[src/rtl/miner_job_master.sv]
// Avalon-MM master that pushes a buffered job plus GO into miner_0, waits out bsy, then reads the results back.
// Latency: start-to-done is about JOB_WORDS+RES_WORDS*2+bsy time+4 cycles; every Avalon strobe holds while waitrequest is high.
module miner_job_master #(
   parameter int DATA_W    = 32,
   parameter int ADDR_W    = 8,
   parameter int JOB_WORDS = 20,
   parameter int RES_WORDS = 2,
   parameter int JOB_BASE  = 0,
   parameter int RES_BASE  = 32,
   parameter int CTRL_ADDR = 48,
   parameter int GO_VAL    = 1,
   parameter int BSY_WAIT  = 16,
   parameter int TIMEOUT_W = 24
) (
   input  logic              clk,
   input  logic              reset,
   input  logic              job_wr_en,
   input  logic [4:0]        job_wr_idx,
   input  logic [DATA_W-1:0] job_wr_data,
   input  logic              start,
   output logic              busy,
   output logic              done,
   output logic              err_timeout,
   output logic              res_valid,
   output logic [1:0]        res_idx,
   output logic [DATA_W-1:0] res_data,
   output logic [ADDR_W-1:0] avm_address,
   output logic              avm_write,
   output logic [DATA_W-1:0] avm_writedata,
   output logic              avm_read,
   input  logic [DATA_W-1:0] avm_readdata,
   input  logic              avm_waitrequest,
   input  logic              avm_readdatavalid,
   input  logic              miner_bsy
);

   localparam int HW = $clog2(BSY_WAIT + 1);

   typedef enum logic [2:0] {
      S_IDLE, S_WR_JOB, S_WR_GO, S_WAIT_HI, S_WAIT_LO, S_RD_REQ, S_RD_WAIT, S_DONE
   } state_t;

   state_t state, nxt;

   logic [DATA_W-1:0]    job_buf [JOB_WORDS];
   logic [4:0]           k;
   logic [1:0]           j;
   logic [HW-1:0]        hi_cnt;
   logic [TIMEOUT_W-1:0] to_cnt;
   logic                 timeout_hit;

   assign timeout_hit = (state == S_WAIT_LO) && miner_bsy && (&to_cnt);

   always_ff @(posedge clk) begin
      if (reset) state <= S_IDLE;
      else       state <= nxt;
   end

   always_comb begin
      nxt = state;
      case (state)
         S_IDLE:    if (start) nxt = S_WR_JOB;
         S_WR_JOB:  if (!avm_waitrequest && k == 5'(JOB_WORDS - 1)) nxt = S_WR_GO;
         S_WR_GO:   if (!avm_waitrequest) nxt = S_WAIT_HI;
         // A miner that finishes before we ever see bsy high must not stall us here.
         S_WAIT_HI: if (miner_bsy || hi_cnt == HW'(BSY_WAIT - 1)) nxt = S_WAIT_LO;
         S_WAIT_LO: begin
            if (!miner_bsy)   nxt = S_RD_REQ;
            else if (&to_cnt) nxt = S_IDLE;
         end
         S_RD_REQ:  if (!avm_waitrequest) nxt = S_RD_WAIT;
         S_RD_WAIT: if (avm_readdatavalid) nxt = (j == 2'(RES_WORDS - 1)) ? S_DONE : S_RD_REQ;
         S_DONE:    nxt = S_IDLE;
         default:   nxt = S_IDLE;
      endcase
   end

   always_comb begin
      avm_write     = 1'b0;
      avm_read      = 1'b0;
      avm_address   = '0;
      avm_writedata = '0;
      busy          = (state != S_IDLE);
      case (state)
         S_WR_JOB: begin
            avm_write     = 1'b1;
            avm_address   = ADDR_W'(JOB_BASE) + ADDR_W'(k);
            avm_writedata = job_buf[k];
         end
         S_WR_GO: begin
            avm_write     = 1'b1;
            avm_address   = ADDR_W'(CTRL_ADDR);
            avm_writedata = DATA_W'(GO_VAL);
         end
         S_RD_REQ: begin
            avm_read    = 1'b1;
            avm_address = ADDR_W'(RES_BASE) + ADDR_W'(j);
         end
         default: ;
      endcase
   end

   // Job words are payload only; leaving them out of reset keeps the buffer a plain RAM.
   always_ff @(posedge clk) begin
      if (state == S_IDLE && job_wr_en && job_wr_idx < 5'(JOB_WORDS))
         job_buf[job_wr_idx] <= job_wr_data;
   end

   always_ff @(posedge clk) begin
      if (reset) begin
         k           <= '0;
         j           <= '0;
         hi_cnt      <= '0;
         to_cnt      <= '0;
         err_timeout <= 1'b0;
         done        <= 1'b0;
         res_valid   <= 1'b0;
         res_idx     <= '0;
         res_data    <= '0;
      end else begin
         if (state != S_WR_JOB)     k <= '0;
         else if (!avm_waitrequest) k <= k + 5'd1;

         if (state == S_IDLE)                            j <= '0;
         else if (state == S_RD_WAIT && avm_readdatavalid) j <= j + 2'd1;

         hi_cnt <= (state == S_WAIT_HI) ? hi_cnt + HW'(1) : '0;
         to_cnt <= (state == S_WAIT_LO) ? to_cnt + TIMEOUT_W'(1) : '0;

         if (state == S_IDLE && start) err_timeout <= 1'b0;
         else if (timeout_hit)         err_timeout <= 1'b1;

         done      <= (state == S_DONE);
         res_valid <= (state == S_RD_WAIT) && avm_readdatavalid;
         if (state == S_RD_WAIT && avm_readdatavalid) begin
            res_idx  <= j;
            res_data <= avm_readdata;
         end
      end
   end

endmodule

[config.mk]
export PLATFORM = sky130hd
export DESIGN_NAME = miner_job_master
export DESIGN_NICKNAME = d
export VERILOG_FILES = /design/src/rtl/miner_job_master.sv
export SDC_FILE = /design/constraint.sdc
export NUM_CORES = 1
export LEC_CHECK = 0
export ABC_AREA = 1
export CORE_ASPECT_RATIO = 0.6
export CORE_UTILIZATION = 50
export CTS_CLUSTER_SIZE = 10
export DETAILED_ROUTE_END_ITERATION = 16
export PLACE_DENSITY = 0.64
export SETUP_SLACK_MARGIN = 0.02
export SYNTH_ARGS = -nofsm -noshare
export SYNTH_HDL_FRONTEND = slang
export SYNTH_SLANG_ARGS = --single-unit
export TNS_END_PERCENT = 30
[constraint.sdc]
create_clock -name clk -period 8.29 [get_ports clk]
set_clock_uncertainty 0.15 [all_clocks]
set_input_delay 1.2435 -clock clk [delete_from_list [all_inputs] [get_ports clk]]
set_output_delay 1.2435 -clock clk [all_outputs]
set_load 0.01 [all_outputs]
### Yosys cells after proc, flatten, opt, wreduce, memory -nomap -nowiden

Memory sizes are Yosys's and may differ from the RTL's. A register that Yosys moved wholly into a read port is not among the register bits.
Cells that the tools add are included.

| operators by class | value |
|---|---|
| muxes and demuxes | 18 |
| reductions and logical operators | 19 |
| magnitude comparators | 1 |
| bitwise operators | 2 |
| equality and inequality tests | 18 |
| add/sub/neg operators | 5 |

Operators by type and width:

| cell | number |
|---|---|
| 32-bit case mux with 2 select lines | 1 |
| 24-bit by 1-bit adder with 24-bit output (second input constant) | 1 |
| 3-bit 2-to-1 mux | 8 |
| 3-bit case mux with 8 select lines | 1 |
| 24-bit AND reduction | 1 |
| 7-bit case mux with 3 select lines | 1 |
| 3-bit == test (second input constant) | 4 |
| 2-bit != test (second input constant) | 6 |
| 2-bit OR reduction | 6 |
| 5-bit by 1-bit adder with 5-bit output (second input constant) | 2 |
| 5-bit 2-to-1 mux | 2 |
| 6-bit by 2-bit adder with 7-bit output (first input constant) | 1 |
| 1-bit logical AND | 7 |
| 7-bit AND reduction | 1 |
| 3-bit by 2-bit == test with 1-bit output (second input constant) | 2 |
| 5-bit by 4-bit == test with 1-bit output (second input constant) | 1 |
| 5-bit == test (second input constant) | 1 |
| 5-bit less-than comparator (second input constant) | 1 |
| 1-bit 2-to-1 mux | 4 |
| 3-bit by 1-bit == test with 1-bit output (second input constant) | 1 |
| 3-bit logical NOT | 1 |
| 3-bit by 1-bit != test with 1-bit output (second input constant) | 1 |
| 3-bit by 2-bit != test with 1-bit output (second input constant) | 1 |
| 3-bit nonzero test | 1 |
| 6 further kinds | 7 |

| storage, ports and cells | value |
|---|---|
| memories | 1 |
| bits in registers | 76 |
| memory bits (writable) | 640 |
| output and inout bits | 80 |

Memory list:

| name | depth | bits a word | rd ports | clocked after memory_dff | wr ports | line | RTL |
|---|---|---|---|---|---|---|---|
| job_buf | 20 | 32 | 1 | 1 | 1 | 45 | `logic [DATA_W-1:0] job_buf [JOB_WORDS];` |

### Logic depth before layout (Yosys ltp)

Gate-level depths: netlist of the first run.

| logic depth | value |
|---|---|
| word-level depth | 5 |
| depth in mapped cells | 13 |
| gate-level depth less buffers | 11 |

### Worst setup path after synthesis of the first run

OpenSTA, ideal clock, no wires.

| timing path | value |
|---|---|
| path type | input -> register |
| from | input port job_wr_idx[3] |
| to | memory job_buf[0][0], enable pin |
| required time | 7.719 ns |
| cell stages on the path | 5 |
| setup slack | 4.511 ns |
| setup time | 0.421 ns |
| arrival | 3.208 ns |
| path buffers | 0 |
| cell sequence | o21ai_0 > nand2_1 > nor2_1 > nand4_1 > nor2_1 |

| on the way | value |
|---|---|
| cells in the longest elaborated chain, start to end | 4 |

Ends and longest elaborated chain:

| what | line | RTL |
|---|---|---|
| start: declaration | 18 | `input logic [4:0] job_wr_idx,` |
| 5-bit less-than comparator | 105 | `if (state == S_IDLE && job_wr_en && job_wr_idx < 5'(JOB_WORDS))` |
| 1-bit logical AND | 105 |  |
| 1-bit 2-to-1 mux | 105 |  |
| 1-bit 2-to-1 mux (not written as such) | 106 | `job_buf[job_wr_idx] <= job_wr_data;` |
| end: declaration | 45 |  |

Several ways; a longest one is shown, not always the timed one.

==> metrics, run 1 <==
Synth Flop Type edfxtp_1; PortBufs 153; compound-gate portion of the synthesized area 9.04%; EDFF count, synth 640; Synth warnings 0; Seq. cell area 20900 um^2; Avg Cell Area, Syn 11.5 um^2; Peak VDD IR 0.000213 V; Reg power frac 49.7%; footprint of the multi-input gates 7040 um^2; CP peak stage delay 0.78 ns; crit path capture type output port; hold-fix buffers at CTS 0; CTS tree done; Hold Vio Cnt, Final 0; Fmax 182 MHz; mux share of post-synthesis cell area 0%; first drt pass iteration count 5; grt ovf 0; Worst EP arrival 4.11 ns; Die W 313 um; Post-synth ARST share 0%; die area 59200 um^2; clk sinks 721; sequential element share of the synthesized area 71.6%; unrepaired setup endpoints after global routing no; global placement routability congestion 0.814; Initial Utilization 50.6%; Period Utilization, post-route 66.4%; xor/xnor share of the synthesized area 0.0903%; Area Growth Syn to Fin 15.3%; Logic pwr share 11.0%; # fillers 4685; Synth Cell Area 29100 um^2; synthesized flop and latch total 721; Worst Max-Slew Pin Slew 1.05 ns; power density cells 242 nW/um^2; Slowest cell on crit path inv_6; Reg clk slew, reported paths 0.06 ns; Net Sw Frac 24.0%; Internal Power 6.17 mW; cell count after synthesis 2531; detailed placement HPWL 36400 um; TritonCTS buffer count 82; Leak 11.6 nW; Cell Rows 68; Setup TNS 0 ns; Cell variety after synth 37; Synth Area in Adders 0.215%; kind of critical path reg2out; GRT Util Overall 25.4%; crit path cell chain inv_6 -> buf_4 -> o21ai_0 -> o211ai_1 -> nand3_1 -> nand3_1 -> nand2_1 -> inv_1 -> clkdlybuf4s50_1; via count of the routed design 19600; share of cells above drive strength 1 6.65%; cells resized by post-CTS repair 0; WP data required 6.90 ns; DRC 0; crit start category register; Setup Viol. Count Final 0; Layout Nets 2737; most numerous cell in the Yosys netlist edfxtp_1; Yosys top cell area share 66.0%; first-pass GRT wire length 113000 um; WL final 75600 um; CTS root buffer clkbuf_16; DRT iter0 DRCs 2228; H-tree depth 3; post-route ant nets 0; hold crit path type reg2reg; Slew headroom 30.3%; worst-path fanout max 114; Max Slew Vio Count 0; post-synth top area cell edfxtp_1; core area 57500 um^2; placed instance count 3342; Period minus WS final 5.50 ns; Post-synth top cells 640 x edfxtp_1, 597 x nor2_1, 304 x o21ai_0; Max clock buf depth 3; Tot Pwr 8.11 mW; clock network fraction of design power 39.3%; Most Frequent Cell on Critical Path nand3_1; largest family of logic cells by synthesized area simple AND/OR/NAND/NOR gates; Synth Area in Simple Gates 14.3%; largest net degree at the start of global routing 215; Routed WL per cell 21.8 um; initial antenna violation count 1; Max-Cap Viols 0; dominant cells by area after synthesis edfxtp_1 66%, nor2_1 7.7%, dfxtp_1 5.6%; Via density 5.66; Setup Fix Bufs, Post-CTS 0; vias in the first global route 18700; I/O pin total 156; switching power 1.95 mW; Die Ht 189 um; Worst-Skew Late Latency 0.61 ns; status finished, final reports clean; Layout Cells excl Fill 3464
-- power by group through the flow --
stage / Combinational, mW / Sequential, mW / Clock, mW
after floorplan: 0.518 / 4.09 / 0
after detailed placement: 0.885 / 4.11 / 0
final: 0.890 / 4.03 / 3.19
after global routing: 0.981 / 4.04 / 3.38
after CTS: 0.891 / 4.03 / 3.24
after global placement: 0.871 / 4.10 / 0
-- worst max-delay path: cells and delay by family, from the launching register on --
family                 cells  cell delay (ns)
AND/OR/NAND/NOR            3             0.33
buffers and inverters      4             2.05
AO/OA/AOI/OAI              2             0.48
flip-flops                 1             0.59
-- registers in the layout, indices dropped and copies added (netlist names), named ones only --
| signal | flops |
|---|---|
| err_timeout | 1 |
| k | 5 |
| res_data | 32 |
| hi_cnt | 5 |
| to_cnt | 24 |
| job_buf | 640 |
| res_valid | 1 |
| j | 2 |
| done | 1 |
| res_idx | 2 |
| state | 3 |
-- final cells by class --
class	instances	share of cell area [%]
diodes	1	0.00746
clock buffers	117	6.70
clock inverters	4	0.0857
inverters	162	1.85
multi-input cells	1501	21.0
flip-flops and latches	721	62.1
well taps	770	2.87
repair buffers	188	5.38
-- worst paths after layout --
check / startpoint / depth (start not counted) / end / slack (ns)
min reg2reg: err_timeout / 2 / err_timeout / 0.31
max reg2reg: state[1] / 6 / job_buf[5][4] / 5.25
max: register / 9 / avm_writedata[10] / 2.79
min: err_timeout / 2 / err_timeout / 0.31
-- per-layer routing --
| metal | track usage [%] | share of wire (%) | wire length [um] |
|---|---|---|---|
| met5 | 0 | 0 | 0 |
| met4 | 6.44 | 2.0 | 1510 |
| met3 | 4.18 | 7.8 | 5880 |
| met2 | 39.0 | 45 | 34300 |
| met1 | 38.0 | 45 | 33900 |
-- through the flow --
step | instance area (um^2) | setup WS [ns] | util (%) | hold slack (ns)
3_3_place_gp | 31300 | 3.43 | 54.4 | 0.276
6_report | 33600 | 2.79 | 58.4 | 0.306
4_1_cts | 33600 | 2.76 | 58.3 | 0.313
2_1_floorplan | 29100 | 4.51 | - | 0.268
3_5_place_dp | 31300 | 3.43 | 54.4 | 0.301
5_1_grt | 33600 | 2.50 | 58.4 | 0.328
-- cells by family after synthesis --
| group | Yosys count |
|---|---|
| other | 1 |
| xor gates and xnor gates | 3 |
| adders and majority gates | 5 |
| AOI/OAI and AO/OA | 482 |
| buffers and inverters | 310 |
| and+or+nand+nor | 1009 |
| DFF | 721 |
-- cells in the final DEF, fill, tap and decap left out, drive strengths merged, types with 7 or more instances in the layout --
master,count
a21oi,21
buf,35
clkbuf,117
clkdlybuf4s50,153
clkinv,7
dfxtp,81
edfxtp,640
inv,158
nand2,155
nand3,213
nand4,11
nor2,614
nor3,11
o211ai,64
o21ai,358
o22ai,32
No activity file was read; power rests on OpenSTA's default activity.
==> run 2, diff against run 1 <==
==> constraint.sdc (replaced) <==
create_clock -name clk -period 5.21 [get_ports clk]
set_clock_uncertainty 0.15 [all_clocks]
set_input_delay 0.7815 -clock clk [delete_from_list [all_inputs] [get_ports clk]]
set_output_delay 0.7815 -clock clk [all_outputs]
set_load 0.01 [all_outputs]
==> run 2 against run 1 <==
Compared with the run above: die area is the same; global-route usage shrank 0.28 points; combinational power grew 64%; routed wire length shrank 2.2%; critical endpoint is now avm_writedata[27]; highest routed layer unchanged.
==> metrics, run 2 (synthesis results as in run 1) <==
status finished, final reports clean; commonest non-fill, non-tap cell in the layout edfxtp_1; Via density 5.66; hold-fix buffers at CTS 0; detailed placement HPWL 41300 um; Setup Viol. Count Final 0; largest net degree at the start of global routing 135; Area Growth Syn to Fin 15.9%; Max-Cap Viols 0; Routed WL per cell 21.3 um; Die W 313 um; Most Frequent Cell on Critical Path nand3_1; grt ovf 0; Period Utilization, post-route 81.2%; Cell Rows 68; Die Ht 189 um; Slew headroom 18.4%; diodes inserted 0; first-pass GRT wire length 113000 um; via count of the routed design 19700; GRT Util Overall 25.2%; Peak VDD IR 0.000283 V; Fmax 236 MHz; kind of critical path reg2out; Max Slew Vio Count 0; power density cells 382 nW/um^2; post-route ant nets 0; H-tree depth 3; Largest regs job_buf x640, res_data x32, to_cnt x24; cells resized by post-CTS repair 0; Hold Vio Cnt, Final 0; CP peak stage delay 0.54 ns; CTS root buffer clkbuf_16; crit path capture type output port; largest register by flop count job_buf; global placement routability congestion 0.830; initial antenna violation count 0; I/O pin total 156; placed instance count 3357; max reg flops 640; TritonCTS buffer count 82; Reg clk slew, reported paths 0.06 ns; crit start category register; Tot Pwr 12.9 mW; Max clock buf depth 3; CTS tree done; Period minus WS final 4.23 ns; Slowest cell on crit path clkdlybuf4s50_1; DRC 0; worst-path fanout max 86; DRT iter0 DRCs 2284; clk sinks 721; first drt pass iteration count 5; hold crit path type reg2reg; highest-count cells in the layout ignoring fill and taps 640 x edfxtp_1, 576 x nor2_1, 304 x o21ai_0; Initial Utilization 50.6%; Setup Fix Bufs, Post-CTS 0; Leak 11.6 nW; # fillers 4681; share of cells above drive strength 1 7.14%; vias in the first global route 18800; Worst-Skew Late Latency 0.61 ns; Layout Cells excl Fill 3474; crit path cell chain inv_8 -> buf_12 -> nor2_1 -> nor2_1 -> o21ai_0 -> nand3_1 -> nand3_1 -> nand3_1 -> nand2_1 -> inv_1 -> clkdlybuf4s50_1; Worst EP arrival 3.30 ns; die area 59200 um^2; PortBufs 153; unrepaired setup endpoints after global routing no; Setup TNS 0 ns; core area 57500 um^2; WP data required 4.28 ns; WL final 73900 um; Layout Nets 2752; Worst Max-Slew Pin Slew 1.22 ns
[run 2: cell count changes in the layout (fill, tap and decap cells not counted), sizes merged]
cell,change
buf,+15
clkbuf,-3
clkinvlp,-1
diode,-1
[run 2: stage by stage]
step           setup WS, ns  area [um^2]  util (%)  hold slack [ns]
2_1_floorplan          1.89        29100         -            0.268
3_3_place_gp           1.19        31500      54.7            0.274
3_5_place_dp           1.27        31500      54.7            0.290
4_1_cts                1.01        33700      58.6            0.303
5_1_grt               0.840        33700      58.6            0.313
6_report              0.980        33700      58.6            0.299
[run 2: report_power, final]
part           switching (mW)  internal, mW
Combinational           0.954         0.510
Sequential             0.0377          6.36
Clock                    2.11          2.92
Total                    3.10          9.79
[run 2: worst max-delay path, delay by kind of cell (launching register included)]
kind | cells | cell delay [ns]
buffers and inverters | 4 | 1.33
flip-flops | 1 | 0.38
AO/OA/AOI/OAI | 1 | 0.10
AND/OR/NAND/NOR | 6 | 0.68
[run 2: path summary, 6_finish.rpt]
kind / start / to / slack, ns / cells past startpoint
worst max register to register: state[1] / job_buf[1][21] / 1.92 / 6
worst min-delay path: err_timeout / err_timeout / 0.30 / 2
worst max-delay path: register / avm_writedata[27] / 0.98 / 11
worst min register to register: err_timeout / err_timeout / 0.30 / 2
[run 2: final cells by class]
| type | instances | area (um^2) | area share [%] |
|---|---|---|---|
| Sequential cell | 721 | 20900 | 61.8 |
| Multi-Input combinational cell | 1501 | 7040 | 20.9 |
| Clock buffer | 114 | 2210 | 6.57 |
| Timing Repair Buffer | 203 | 1990 | 5.91 |
| Tap cell | 770 | 963 | 2.86 |
| Inverter | 162 | 621 | 1.84 |
| Clock inverter | 3 | 33.8 | 0.100 |
[run 2: metal layers]
metal  vias to the layer above  routed length [um]  global-route usage [%]  part of all wire, %
met2                       773               33000                    37.5                   45
met5                         -                   0                       0                    0
met3                        84                5820                    4.61                  7.9
met1                      9677               34000                    38.4                   46
li1                       9126                   -                       -                    -
met4                         0                1200                    5.67                  1.6
==> run 3, diff against run 2 <==
==> constraint.sdc (replaced) <==
create_clock -name clk -period 4.2 [get_ports clk]
set_clock_uncertainty 0.15 [all_clocks]
set_input_delay 0.63 -clock clk [delete_from_list [all_inputs] [get_ports clk]]
set_output_delay 0.63 -clock clk [all_outputs]
set_load 0.01 [all_outputs]
==> run 3 against run 2 <==
Compared with the run above: sequential power is 24% higher; utilization is 0.30 points higher; cell area is 0.50% higher; routed wire length is 0.44% lower; sequential share of layout area is 0.31 points lower; die area stayed put; power is 25% higher; global-route usage is 0.18 points lower; register-to-register slack worse by 0.62 ns; count of clock-buffer cells in the layout stayed put; non-clock buffer count is 5 lower.
==> metrics, run 3 (synthesis results as in run 1) <==
Layout Cells excl Fill 3473; r2r endpoint job_buf[17][21]; Reg2Reg Launch Point state[0]; TritonCTS buffer count 82; Largest regs job_buf x640, res_data x32, to_cnt x24; switching power 3.89 mW; Hold WS 0.301 ns; R2R cell count 6; post-route ant nets 0; Max clock buf depth 3; CTS root buffer clkbuf_16; CTS tree done; Via density 5.61; H-tree depth 3; CP top delay family buffers and inverters; cells resized by post-CTS repair 0; highest-count cells in the layout ignoring fill and taps 640 x edfxtp_1, 576 x nor2_1, 304 x o21ai_0; Max-Cap Viols 0; Slew headroom 27.6%; hold depth 2; crit path capture type output port; share of cells above drive strength 1 7.07%; first-pass GRT wire length 112000 um; Cell Rows 68; Peak VDD IR 0.000431 V; placed cell areas 31600 um^2; detailed placement HPWL 38900 um; commonest non-fill, non-tap cell in the layout edfxtp_1; Most Frequent Cell on Critical Path nand3_1; hold path startpoint err_timeout; power density cells 474 nW/um^2; hold-fix buffers at CTS 0; Setup Fix Bufs, Post-CTS 0; die area 59200 um^2; Setup TNS 0 ns; Internal Power 12.2 mW; met2 GRT Util 37.1%; crit path cell chain inv_8 -> buf_12 -> nor2_1 -> nor2_1 -> o21ai_0 -> nand3_1 -> nand3_1 -> nand3_1 -> nand2_1 -> inv_1 -> clkdlybuf4s50_1; Routed WL per cell 21.2 um; Logic pwr share 11.2%; global placement routability congestion 0.833; Area Growth Syn to Fin 16.4%; GRT Util Overall 25.0%; first drt pass iteration count 5; Worst EP arrival 3.18 ns; WP data required 3.42 ns; Layout Nets 2747; met3 Track Usage GR 4.75%; I/O pin total 156; hold path endpoint err_timeout; reg-to-reg slack, setup 1.30 ns; GR peak layer met1; hold crit path type reg2reg; PortBufs 153; kind of critical path reg2out; Die Ht 189 um; footprint of the multi-input gates 7040 um^2; final core occ 58.9%; Leak 11.7 nW; pre-CTS WS 0.830 ns; DRC 0; Tot Pwr 16.1 mW; initial antenna violation count 0; Slowest cell on crit path clkdlybuf4s50_1; Hold Vio Cnt, Final 0; Reg power frac 49.4%; met1 Use GR 38.0%; CP peak stage delay 0.53 ns; largest register by flop count job_buf; Net Sw Frac 24.2%; DRT iter0 DRCs 2232; Fmax 252 MHz; vias in the first global route 18600; clock network fraction of design power 39.3%; clk sinks 721; Seq. cell area 20900 um^2; Die W 313 um; diodes inserted 0; status finished, final reports clean; via count of the routed design 19500; Final WS setup 0.238 ns; WL final 73600 um; unrepaired setup endpoints after global routing no; Max Slew Vio Count 0; core area 57500 um^2; Initial Utilization 50.6%; design area 33900 um^2; grt ovf 0; placed instance count 3352; Reg clk slew, reported paths 0.05 ns; Worst-Skew Late Latency 0.62 ns; Period minus WS final 3.96 ns; crit start category register; WP buf/inv 4; worst-path fanout max 79; # fillers 4619; Period Utilization, post-route 94.3%; Worst Max-Slew Pin Slew 1.09 ns; largest net degree at the start of global routing 181; max reg flops 640; Setup Viol. Count Final 0
[run 3: cell count changes in the layout (fill, tap and decap cells not counted)]
cell and change:
buf_12 +13, clkinv_8 +2, clkinv_1 +1, inv_6 +1, buf_4 -18
[run 3: metal layers]
metal  vias to the layer above  wire length, um
li1                       9129                -
met1                      9526            33800
met2                       736            32900
met3                       102             5590
met4                         0             1340
met5                         -                0
[run 3: power groups by stage]
stage / clock network [mW] / logic (mW) / registers [mW]
6_report: 6.32 / 1.80 / 7.94
2_1_floorplan: 0 / 1.02 / 8.08
3_3_place_gp: 0 / 1.78 / 8.08
5_1_grt: 6.70 / 1.98 / 7.94
4_1_cts: 6.42 / 1.81 / 7.94
3_5_place_dp: 0 / 1.80 / 8.08
[run 3: layout make-up]
type	instances	area share, %
clock buffers	114	6.53
clock inverters	7	0.233
inverters	162	1.83
multi-input cells	1501	20.8
flip-flops and latches	721	61.5
well taps	770	2.84
repair buffers	198	6.25
[run 3: worst max path at each step]
stage             startpoint                 to  cells after the start
3_5_place_dp   job_wr_idx[3]      job_buf[6][8]                      7
4_1_cts             register  avm_writedata[16]                     11
3_3_place_gp   job_wr_idx[3]     job_buf[11][8]                      7
5_1_grt             register  avm_writedata[24]                     10
6_report            register  avm_writedata[16]                     11
2_1_floorplan  job_wr_idx[3]      job_buf[0][0]                      5
[run 3: tightest hold or removal path: stages (launching register included)]
cell     delay, ns
dfxtp_1       0.30
inv_1         0.05
a21oi_1       0.05
